--- config.mk ---
export PLATFORM = sky130hd
export DESIGN_NAME = local_flit_sink
export DESIGN_NICKNAME = d
export VERILOG_FILES = /design/src/rtl/local_flit_sink.sv
export SDC_FILE = /design/constraint.sdc
export NUM_CORES = 1
export LEC_CHECK = 0
export ABC_CLOCK_PERIOD_IN_PS = 4450
export BUFFER_PORTS_ARGS = -buffer_cell sky130_fd_sc_hd__buf_2
export CELL_PAD_IN_SITES_DETAIL_PLACEMENT = 1
export CELL_PAD_IN_SITES_GLOBAL_PLACEMENT = 1
export CORE_UTILIZATION = 25
export DETAILED_ROUTE_END_ITERATION = 12
export GPL_TIMING_DRIVEN = 0
export HOLD_SLACK_MARGIN = 0.03
export PLACE_DENSITY = 0.48
export SLEW_MARGIN = 20
export SYNTH_ARGS = -nofsm -noshare
export SYNTH_HDL_FRONTEND = slang
export SYNTH_SLANG_ARGS = --single-unit
--- constraint.sdc ---
create_clock -name clk -period 4.45 [get_ports clk]
set_input_delay 1.335 -clock clk [delete_from_list [all_inputs] [get_ports clk]]
set_output_delay 1.335 -clock clk [all_outputs]
set_load 0.03 [all_outputs]
--- src/rtl/local_flit_sink.sv ---
// Ejection-side network interface: accepts flits from a router LOCAL port,
// buffers them for the PE, checks packet framing/destination and keeps statistics.
module local_flit_sink #(
  parameter int FLIT_W = 32,
  parameter int DEPTH  = 4,
  parameter int XADDR  = 0,
  parameter int YADDR  = 0
) (
  input  logic              clk,
  input  logic              reset_n,
  input  logic [FLIT_W-1:0] i_flit,
  input  logic              i_rec_req,
  output logic              o_rec_ack,
  output logic [FLIT_W-1:0] o_pe_flit,
  output logic              o_pe_valid,
  input  logic              i_pe_ready,
  output logic              o_pkt_done,
  output logic [7:0]        o_pkt_len,
  output logic [7:0]        o_last_src,
  output logic [15:0]       o_pkt_count,
  output logic [15:0]       o_flit_count,
  output logic [7:0]        o_err_count,
  output logic [1:0]        o_err_code
);

  localparam int AW = $clog2(DEPTH);
  localparam logic [AW:0] FULL = (AW+1)'(DEPTH);
  localparam logic [3:0] MY_X = 4'(XADDR);
  localparam logic [3:0] MY_Y = 4'(YADDR);

  typedef enum logic { IDLE, IN_PKT } state_t;
  typedef enum logic [1:0] { T_BODY = 2'b00, T_HEAD = 2'b01, T_TAIL = 2'b10, T_SINGLE = 2'b11 } ftype_t;

  logic [FLIT_W-1:0] mem [DEPTH];
  logic [AW-1:0]     wr_ptr, rd_ptr;
  logic [AW:0]       count, count_next;
  logic              push, pop;

  state_t     state, next_state;
  ftype_t     ftype;
  logic [7:0] len, next_len, done_len;
  logic       complete, err_hit, dest_ok;
  logic [1:0] err_val;

  assign push       = i_rec_req && o_rec_ack;
  assign pop        = o_pe_valid && i_pe_ready;
  assign o_pe_valid = (count != '0);
  assign o_pe_flit  = o_pe_valid ? mem[rd_ptr] : '0;

  always_comb begin
    count_next = count;
    if (push && !pop)
      count_next = count + 1'b1;
    else if (!push && pop)
      count_next = count - 1'b1;
  end

  always_ff @(posedge clk) begin
    if (push)
      mem[wr_ptr] <= i_flit;
  end

  // The ack flop looks at next occupancy so it never admits a flit into a full FIFO.
  always_ff @(posedge clk) begin
    if (!reset_n) begin
      wr_ptr    <= '0;
      rd_ptr    <= '0;
      count     <= '0;
      o_rec_ack <= 1'b0;
    end else begin
      if (push) wr_ptr <= wr_ptr + 1'b1;
      if (pop)  rd_ptr <= rd_ptr + 1'b1;
      count     <= count_next;
      o_rec_ack <= (count_next < FULL);
    end
  end

  assign ftype   = ftype_t'(i_flit[FLIT_W-1 -: 2]);
  assign dest_ok = (i_flit[FLIT_W-3 -: 4] == MY_X) && (i_flit[FLIT_W-7 -: 4] == MY_Y);

  // An unexpected head outranks a wrong destination so each flit logs one error.
  always_comb begin
    next_state = state;
    next_len   = len;
    done_len   = len;
    complete   = 1'b0;
    err_hit    = 1'b0;
    err_val    = 2'b00;
    unique case (ftype)
      T_HEAD, T_SINGLE: begin
        next_len = 8'd1;
        if (ftype == T_HEAD) begin
          next_state = IN_PKT;
        end else begin
          next_state = IDLE;
          complete   = 1'b1;
          done_len   = 8'd1;
        end
        if (state == IN_PKT) begin
          err_hit = 1'b1;
          err_val = 2'b01;
        end else if (!dest_ok) begin
          err_hit = 1'b1;
          err_val = 2'b11;
        end
      end
      T_BODY, T_TAIL: begin
        if (state == IN_PKT) begin
          next_len = (len == 8'hFF) ? len : len + 8'd1;
          if (ftype == T_TAIL) begin
            next_state = IDLE;
            complete   = 1'b1;
            done_len   = next_len;
          end
        end else begin
          err_hit = 1'b1;
          err_val = 2'b10;
        end
      end
      default: ;
    endcase
  end

  always_ff @(posedge clk) begin
    if (!reset_n) begin
      state        <= IDLE;
      len          <= '0;
      o_pkt_done   <= 1'b0;
      o_pkt_len    <= '0;
      o_last_src   <= '0;
      o_pkt_count  <= '0;
      o_flit_count <= '0;
      o_err_count  <= '0;
      o_err_code   <= '0;
    end else begin
      o_pkt_done <= 1'b0;
      if (push) begin
        state <= next_state;
        len   <= next_len;
        if (!(&o_flit_count)) o_flit_count <= o_flit_count + 16'd1;
        if (ftype == T_HEAD || ftype == T_SINGLE)
          o_last_src <= {i_flit[FLIT_W-11 -: 4], i_flit[FLIT_W-15 -: 4]};
        if (complete) begin
          o_pkt_done <= 1'b1;
          o_pkt_len  <= done_len;
          if (!(&o_pkt_count)) o_pkt_count <= o_pkt_count + 16'd1;
        end
        if (err_hit) begin
          o_err_code <= err_val;
          if (!(&o_err_count)) o_err_count <= o_err_count + 8'd1;
        end
      end
    end
  end

endmodule
Word-level counts from Yosys, hierarchy flattened
Memory sizes are Yosys's and may differ from the RTL's. A register that Yosys moved wholly into a read port is not among the register bits.
Index checks and enable logic that the tools add are counted.
{"block": "word_totals", "wordCells": 87, "reg_bits": 76, "n_memories": 1, "ram_bits": 128}
{"block": "op_classes", "n_addsub": 8, "n_reduce_logical": 25, "eq_ne": 5, "magnitude_cmp": 1, "bitwise": 3, "muxes": 31}
{"name": "mem", "depth": 4, "width": 32, "read_ports": 1, "rd_clocked_by_memory_dff": 1, "write_ports": 1, "line": "34", "rtl": "logic [FLIT_W-1:0] mem [DEPTH];"}
{"op": "8-bit 2-to-1 mux", "count": 5}
{"op": "16-bit by 1-bit adder with 16-bit output (second input constant)", "count": 2}
{"op": "32-bit 2-to-1 mux", "count": 1}
{"op": "8-bit case mux with 2 select lines", "count": 2}
{"op": "16-bit AND reduction", "count": 2}
{"op": "8-bit by 1-bit adder with 8-bit output (second input constant)", "count": 2}
{"op": "1-bit 2-to-1 mux", "count": 12}
{"op": "2-bit AND reduction", "count": 6}
{"op": "2-bit 2-to-1 mux", "count": 5}
{"op": "8-bit == test (second input constant)", "count": 1}
{"op": "4-bit zero test", "count": 2}
{"op": "8-bit AND reduction", "count": 1}
{"op": "3-bit 2-to-1 mux", "count": 2}
{"op": "1-bit case mux with 2 select lines", "count": 3}
{"op": "3-bit AND reduction", "count": 2}
{"op": "1-bit logical AND", "count": 5}
{"op": "2-bit by 1-bit adder with 2-bit output (second input constant)", "count": 2}
{"op": "2-bit == test (second input constant)", "count": 2}
{"op": "2-bit case mux with 2 select lines", "count": 1}
{"op": "2-bit OR reduction", "count": 2}
{"op": "3-bit by 1-bit adder with 3-bit output (second input constant)", "count": 1}
{"op": "3-bit less-than comparator (second input constant)", "count": 1}
{"op": "1-bit NOT", "count": 3}
{"op": "3-bit nonzero test", "count": 1}
{"op": "other kinds (6)", "count": 7}

Depth between registers and ports, before layout
Gate-level depths: netlist of run 1.
{"block": "logic_depth", "word_depth": 6, "ltp_mapped": 10, "depth_no_buf": 10}

Worst setup path after synthesis of run 1
OpenSTA, ideal clock, no wires.
{"block": "synth_path", "kind": "reg2out", "from": "reg (tool-made name)", "to": "out o_pe_flit[10]", "arrival_ns": 1.587, "path_buffers": 2, "path_slack_ns": 1.528, "required_ns": 3.115, "path_stages_with_launch": 5, "path_cell_list": "dfxtp_1 > clkbuf_1 > buf_2 > mux4_2 > and2_1"}
{"element": "end, declared", "line": "14", "rtl": "output logic [FLIT_W-1:0] o_pe_flit,"}

==> summary.md, run 1 <==
| Metric | Value |
|---|---|
| Final Wtd Congestion | `0.731` |
| Final slew viol count | `0` |
| Share of total power in combinational logic | `0.264` |
| Fin util | `0.318` |
| Worst-path clk slew | `0.06 ns` |
| Clock root cell | `clkbuf_16` |
| Mux cell area share after synthesis | `0.103` |
| Cells after Synth | `668` |
| Largest net degree at the start of global routing | `25` |
| Hold Crit Class | `flip-flop to flip-flop` |
| Post_cts resized | `0` |
| Sequential share of power | `0.385` |
| Clock Power Share | `0.351` |
| Die area | `approximately 35000 um2` |
| Synth unique cells | `56` |
| Pre-CTS setup slack | `0.929 ns` |
| Routed vias | `6023` |
| Synthesized area | `8680 um2` |
| Cts hold-fix bufs | `0` |
| Port buffer count | `127` |
| Die extent in y | `188 um` |
| Post-synthesis xor/xnor area fraction | `0.00403` |
| Cell count after placement | `1247` |
| Run status | `completed` |
| Register area share after synthesis | `0.622` |
| Slowest stage delay, CP | `0.56 ns` |
| Reg2reg end | `o_pkt_count[0]$_SDFFE_PN0P_` |
| Syn Area/Cell | `13.0 um2` |
| Antenna viol nets, final | `0` |
| Area grow syn2layout | `24.1%` |
| Deepest level of the CTS H-tree | `1` |
| First-pass GRT wire length | `36.8 mm` |
| Worst skew pair latency | `around 0.53 ns` |
| Worst r2r path cells | `5` |
| Clock Sinks | `206` |
| Setup Crit Path Kind | `flip-flop to output port` |
| Synth Area in Adders | `0.0187` |
| Layout cells sized above 1 | `0.263` |
| Worst min-delay path endpoint | `o_last_src[6]$_SDFFE_PN0P_` |
| Core ar. | `33900 um2` |
| RSZ-0062 raised after global routing | `false` |
| Worst clock skew | `0.00799 ns` |
| Largest area contributor in the netlist | `edfxtp_1` |
| Io pins | `129` |
| Post-synth top cells | `128 x edfxtp_1, 78 x dfxtp_1, 71 x nand2_1` |
| Drt total wl | `23.7 mm` |
| Ys flop type | `edfxtp_1` |
| Crit path DAT | `2.42 ns` |
| Peak supply drop | `290 uV` |
| Final setup viols | `0` |
| Buf/Inv on CP | `3` |
| Compound-Gate Fraction of Synth Area | `0.0784` |
| Initial antenna violation count | `0` |
| GRT overflow | `0` |
| Crit share post-route | `0.844` |
| Num CTS Buffers | `25` |
| Area share of and/or/nand/nor cells after synthesis | `0.151` |
| Psw | `about 0.0018 W` |
| Reg-to-reg slack, setup | `2.01 ns` |
| Slew margin rel. | `0.359` |
| Critical Path RT | `3.12 ns` |
| DR vias/cell | `4.66` |
| Flops & latches, synth | `slightly above 200` |
| Hold Path Depth | `2` |
| Count leader, synth | `edfxtp_1` |
| Period minus WS final | `3.75 ns` |
| Initial Util | `0.256` |
| Pint | `0.00388 W` |
| GRT busiest layer | `met2` |
| Drc violations | `0` |
| Number of synthesized flops with an enable pin | `128` |
| TNS Setup | `0 ns` |
| CP most frequent cell | `buf_2` |
| Hold Violations, Final | `0` |
| Max Cap Viol | `0` |
| Hold Crit Start | `o_last_src[6]$_SDFFE_PN0P_` |
| CTS tree | `built` |
| Max Fclk | `0.266 GHz` |
| Worst-path cell chain | `clkbuf_1 > buf_2 > mux4_2 > and2_1 > buf_2` |
| Syn nets | `717` |
| Slew @ Worst Pin | `0.953 ns` |
| Die Wd | `188 um` |
| Start of the worst register-to-register path | `o_pkt_count[0]$_SDFFE_PN0P_` |
| Top cells by area, synth | `edfxtp_1 44%, dfxtp_1 18%, mux4_2 8.3%` |
| Yosys top cell area share | `0.443` |
| Main combinational cell family by area after synthesis | `simple AND/OR/NAND/NOR gates` |
| CP max stage cell | `mux4_2` |
| Worst setup margin | `0.696 ns` |
| Sw frac | `0.322` |
| TritonRoute pass-1 iters | `4` |
| Setup crit end kind | `output port` |
| Max FO, Critical Path | `10` |
| Startpoint Class | `flip-flop` |
| Pwr Density | `about 530 nW/um2` |
| Diodes inserted | `0` |
| DP Wirelength | `16.3 mm` |
| FILL cells | `3720` |
| Average wire per standard cell | `18.3 um` |
| Worst path top cell family by delay | `buffers and inverters` |
| # rows | `67` |
| Met2 GRT Util | `0.221` |
| Synth warnings | `0` |
| Asr flop ratio synth | `0` |
| GRT met3 Usage | `0.0279` |
| CTS Buffer Depth | `3` |
| 1st-iter DRT viols | `between 200 and 300` |
| Met1 usage | `0.175` |
| Nets | `~880` |
| Vias in the first global route | `6303` |
| Post-CTS setup buffers | `0` |
| GRT Overall Usage | `0.132` |
| Layout Cells excl Fill | `~1300` |
| Lkg Pwr | `3.83 nW` |
==> layout by cell type (no fill, tap or decap), types with 3 or more instances in the layout <==
master | synthesis | layout
or3_1 | 9 | 9
inv_1 | 15 | 15
clkbuf_1 | 18 | 23
clkbuf_16 | 0 | 25
buf_12 | 0 | 3
clkinv_2 | 0 | 8
nand2b_1 | 17 | 17
o21ai_0 | 18 | 18
a31oi_1 | 4 | 4
o31ai_1 | 13 | 13
o211ai_1 | 5 | 5
ha_1 | 13 | 13
nand4_1 | 13 | 13
and2_1 | 36 | 36
nand2_1 | 71 | 71
buf_2 | 4 | 131
nor2_1 | 16 | 16
and3_2 | 0 | 4
mux2i_1 | 17 | 17
and3_1 | 13 | 9
mux4_2 | 32 | 32
or4_1 | 9 | 9
a211oi_1 | 7 | 7
and4_1 | 6 | 6
buf_1 | 5 | 5
nor4_1 | 12 | 12
dfxtp_1 | 78 | 78
edfxtp_1 | 128 | 128
a21oi_1 | 47 | 47
nand3_1 | 20 | 20
nor3_1 | 5 | 5
==> logic make-up after synthesis <==
group | Yosys count
xor+xnor | 4
simple gates | 238
compound gates | 111
fa+ha+maj | 13
flops | 206
mux | 49
buf+inv | 47
==> how the worst max path moves through the flow <==
stage / endpoint / depth (start not counted) / startpoint / slack [ns]
3_3_place_gp: o_err_count[1]$_SDFFE_PN0P_ / 6 / i_flit[23] / 0.96
4_1_cts: o_pe_flit[30] / 5 / flip-flop / 0.58
3_5_place_dp: o_err_count[6]$_SDFFE_PN0P_ / 6 / i_flit[23] / 0.93
5_1_grt: o_pe_flit[30] / 5 / flip-flop / 0.48
6_report: o_pe_flit[30] / 5 / flip-flop / 0.70
2_1_floorplan: o_pe_flit[10] / 4 / flip-flop / 1.53
==> per-stage QoR <==
step / total power [W] / hold WS [ns] / instance area (um2)
after floorplan: 0.00332 / 0.467 / 8680
after global placement: 0.00380 / 0.441 / 9880
after detailed placement: 0.00381 / 0.447 / 9970
after CTS: 0.00585 / 0.455 / 10800
after global routing: 0.00602 / 0.474 / 10800
final: 0.00573 / 0.452 / 10800
==> area by class of cell <==
cell class                 count  area, um2  area share
buffer                        31        141      0.0131
clock buffer                  32        672      0.0623
clock inverter                14        135      0.0125
inverter                      16       60.1     0.00557
multi-input combinational    415       3080       0.286
sequential                   206       5410       0.501
tap                          448        561      0.0520
timing repair buffer         131        723      0.0671
==> routing by layer <==
metal	wire [um]	vias up
li1	-	2874
met1	10900	2962
met2	11100	142
met3	1150	45
met4	504	0
met5	0	-
==> power groups by stage <==
stage	clock network (W)	registers (W)	logic, W
CTS	0.00208	0.00221	0.00157
detailed placement	0	0.00225	0.00156
global placement	0	0.00225	0.00155
floorplan	0	0.00227	0.00105
finish	0.00201	0.00221	0.00151
global route	0.00214	0.00222	0.00166
==> worst register-to-register path, cell delays in order (launching register included) <==
cell and delay, ns:
dfxtp_1 0.51, ha_1 0.34, nand4_1 0.21, nor4_2 0.83, a21oi_1 0.26, mux2i_1 0.17
==> sequential cells by signal (all words and copies together) (netlist names), named ones only <==
register      count
rd_ptr            2
o_flit_count     16
count             3
mem             128
o_pkt_len         8
o_pkt_done        1
wr_ptr            2
len               8
state             1
o_last_src        8
o_err_count       8
o_err_code        2
o_pkt_count      16
o_rec_ack         1
(Power assumes the default switching activity.)
==> inputs of run 2 (changes only) <==
- ABC_AREA: default -> 1
- ABC_CLOCK_PERIOD_IN_PS: 4450 -> 3400
- PLACE_DENSITY: 0.48 -> 0.52
- clock period: 4.45 -> 3.4 ns (I/O delays scaled with it)
==> run 2 against run 1 <==
The flow now finishes with violations (DRC); largest power group unchanged; clock power increased by 41%; count of clock-buffer cells in the layout increased by 1; sequential share of layout area decreased by 2.8 points; register-to-register slack got worse by 0.71 ns; sequential power increased by 32%; critical path type unchanged; first-iteration DRC count decreased by 10%; routed wire length increased by 16%; hold slack improved by 0.024 ns; highest routed layer unchanged.
==> summary.md, run 2 <==
| Metric | Value |
|---|---|
| Run status | `finished, violations left` |
| Violated checks | `DRC` |
| CTS Buffer Depth | `3` |
| Met2 GRT Util | `0.249` |
| Area grow syn2layout | `24.5%` |
| Vias in the first global route | `7688` |
| Die Wd | `between 150 and 200 um` |
| TNS Setup | `0 ns` |
| Hold Crit Start | `rd_ptr[0]$_SDFFE_PN0N_` |
| Number of flip-flops in the largest register | `128` |
| Final Wtd Congestion | `between 0.7 and 0.8` |
| Layout cells sized above 1 | `0.205` |
| Start of the worst register-to-register path | `count[0]$_SDFFE_PN0P_` |
| Cell Area, Placed | `10500 um2` |
| Asr flop ratio synth | `0` |
| Slew margin rel. | `0.465` |
| Clock root cell | `clkbuf_16` |
| Largest regs | `mem: 128 flops, o_flit_count: 16 flops, o_pkt_count: 16 flops` |
| Initial Util | `0.256` |
| RSZ-0062 raised after global routing | `false` |
| Startpoint Class | `flip-flop` |
| Setup crit end kind | `output port` |
| Die extent in y | `193 um` |
| TritonRoute pass-1 iters | `9` |
| Biggest register | `mem` |
| Worst clock skew | `0.0109 ns` |
| Syn nets | `between 1000 and 1500` |
| Synthesized area | `9170 um2` |
| Average wire per standard cell | `16.8 um` |
| Worst skew pair latency | `between 0.5 and 0.6 ns` |
| Period minus WS final | `3.24 ns` |
| Port buffer count | `128` |
| Largest net degree at the start of global routing | `21` |
| Number of synthesized flops with an enable pin | `~130` |
| Largest area contributor in the netlist | `edfxtp_1` |
| Cell count after placement | `1582` |
| Clock Sinks | `206` |
| GRT overflow | `0` |
| Ys flop type | `edfxtp_1` |
| Setup Crit Path Kind | `flip-flop to output port` |
| Max FO, Critical Path | `10` |
| Post-Layout Inst Area | `11400 um2` |
| GRT Overall Usage | `0.148` |
| Lkg Pwr | `4.32 nW` |
| Hold Crit Class | `flip-flop to flip-flop` |
| Initial antenna violation count | `0` |
| Commonest non-fill, non-tap cell in the layout | `nor2_1` |
| Max Cap Viol | `0` |
| Crit share post-route | `0.952` |
| Met1 usage | `0.201` |
| Peak supply drop | `305 uV` |
| Core ar. | `around 36000 um2` |
| Routed vias | `7361` |
| Crit path DAT | `~2.2 ns` |
| Post-synth top cells | `211 x nor2_1, 161 x nand2_1, 128 x edfxtp_1` |
| FILL cells | `4168` |
| Critical Path RT | `2.38 ns` |
| Count leader, synth | `nor2_1` |
| Cells after Synth | `989` |
| Final slew viol count | `0` |
| # rows | `69` |
| Layout Cells excl Fill | `between 1500 and 2000` |
| Num CTS Buffers | `26` |
| Top cells by area, synth | `edfxtp_1 42%, dfxtp_1 17%, nor2_1 8.6%` |
| Hold_ws | `roughly 0.48 ns` |
| Syn Area/Cell | `~9 um2` |
| Deepest level of the CTS H-tree | `1` |
| Hold Violations, Final | `0` |
| Worst-path clk slew | `0.06 ns` |
| Synth warnings | `0` |
| Synth unique cells | `31` |
| GRT busiest layer | `met2` |
| Drt total wl | `27.5 mm` |
| Flops & latches, synth | `between 200 and 250` |
| Pwr Density | `681 nW/um2` |
| Io pins | `129` |
| Final setup viols | `0` |
| Drc violations | `12` |
| Reg-to-reg slack, setup | `1.30 ns` |
| Post-CTS setup buffers | `0` |
| Max Fclk | `between 0.3 and 0.4 GHz` |
| Yosys top cell area share | `0.419` |
| Cts hold-fix bufs | `0` |
| DR vias/cell | `4.52` |
| Die area | `37400 um2` |
| GRT met3 Usage | `0.0225` |
| DP Wirelength | `19.1 mm` |
| CTS tree | `built` |
| Nets | `1197` |
| First-pass GRT wire length | `43.8 mm` |
| 1st-iter DRT viols | `252` |
| Slew @ Worst Pin | `0.802 ns` |
| Register area share after synthesis | `0.590` |
| Commonest cells after routing, fill and taps aside | `206 x nor2_1, 161 x nand2_1, 136 x buf_2, 128 x edfxtp_1, 101 x o21ai_0` |
| Antenna viol nets, final | `0` |
## run 2: cell count changes after synthesis, moves of 14 or more
cell	before	now
and2_1	36	0
nor2_1	16	211
mux4_2	32	0
a21oi_1	47	85
nand2_1	71	161
mux2i_1	17	0
o21ai_0	18	101
nand2b_1	17	0
inv_1	15	51
a21oi_2	0	14
## run 2: cell families after synthesis
group / synth area share
AND/OR/NAND/NOR: 0.205
XOR/XNOR: 0.0258
AO/OA/AOI/OAI: 0.118
flip-flops: 0.590
buffers and inverters: 0.0437
adder cells (fa/ha/maj): 0.0177
## run 2: critical path, cell delays in order, from the launching register on
cell and delay [ns]:
dfxtp_1 0.47, inv_1 0.21, clkbuf_2 0.25, nor2_1 0.13
o21ai_0 0.09, a21oi_1 0.29, buf_2 0.26
## run 2: repair_timing
item	CTS	global route
resized for setup	11	6
setup endpoints to repair	33	6
cloned	0	0
pin swaps	0	0
## run 2: path summary, 6_finish.rpt
path | to | depth (start not counted)
worst min-delay path | rd_ptr[0]$_SDFFE_PN0N_ | 1
worst min register to register | rd_ptr[0]$_SDFFE_PN0N_ | 1
worst max register to register | o_rec_ack$_SDFF_PN0_ | 12
worst max-delay path | o_pe_flit[14] | 6
## run 2: power breakdown
group          switching (W)  internal (W)
Clock                0.00109       0.00175
Combinational        0.00150      0.000515
Sequential         0.0000837       0.00283
Total                0.00268       0.00510
## run 2: through the flow
| step | setup WS (ns) | total power (W) | util |
|---|---|---|---|
| finish | 0.164 | 0.00777 | 0.318 |
| global route | 0.00398 | 0.00820 | 0.318 |
| CTS | 0.0597 | 0.00792 | 0.318 |
| detailed placement | 0.198 | 0.00502 | 0.293 |
| global placement | -1.26 | 0.00496 | 0.290 |
| floorplan | 0.289 | 0.00423 | - |
## run 2: per-layer routing
layer,share of wire,vias to the layer above,wire length (um)
li1,-,3648,-
met1,0.48,3567,13300
met2,0.46,111,12700
met3,0.036,35,990
met4,0.017,0,469
met5,0,-,0
## run 2: layout make-up
| type | count | area (um2) | area share |
|---|---|---|---|
| diodes | 2 | 5.00 | 0.000439 |
| plain buffers | 38 | 198 | 0.0173 |
| clock buffers | 33 | 698 | 0.0612 |
| clock inverters | 14 | 176 | 0.0155 |
| inverters | 57 | 216 | 0.0190 |
| multi-input cells | 687 | 3400 | 0.298 |
| flip-flops and latches | 206 | 5410 | 0.474 |
| well taps | 461 | 577 | 0.0506 |
| repair buffers | 132 | 736 | 0.0645 |
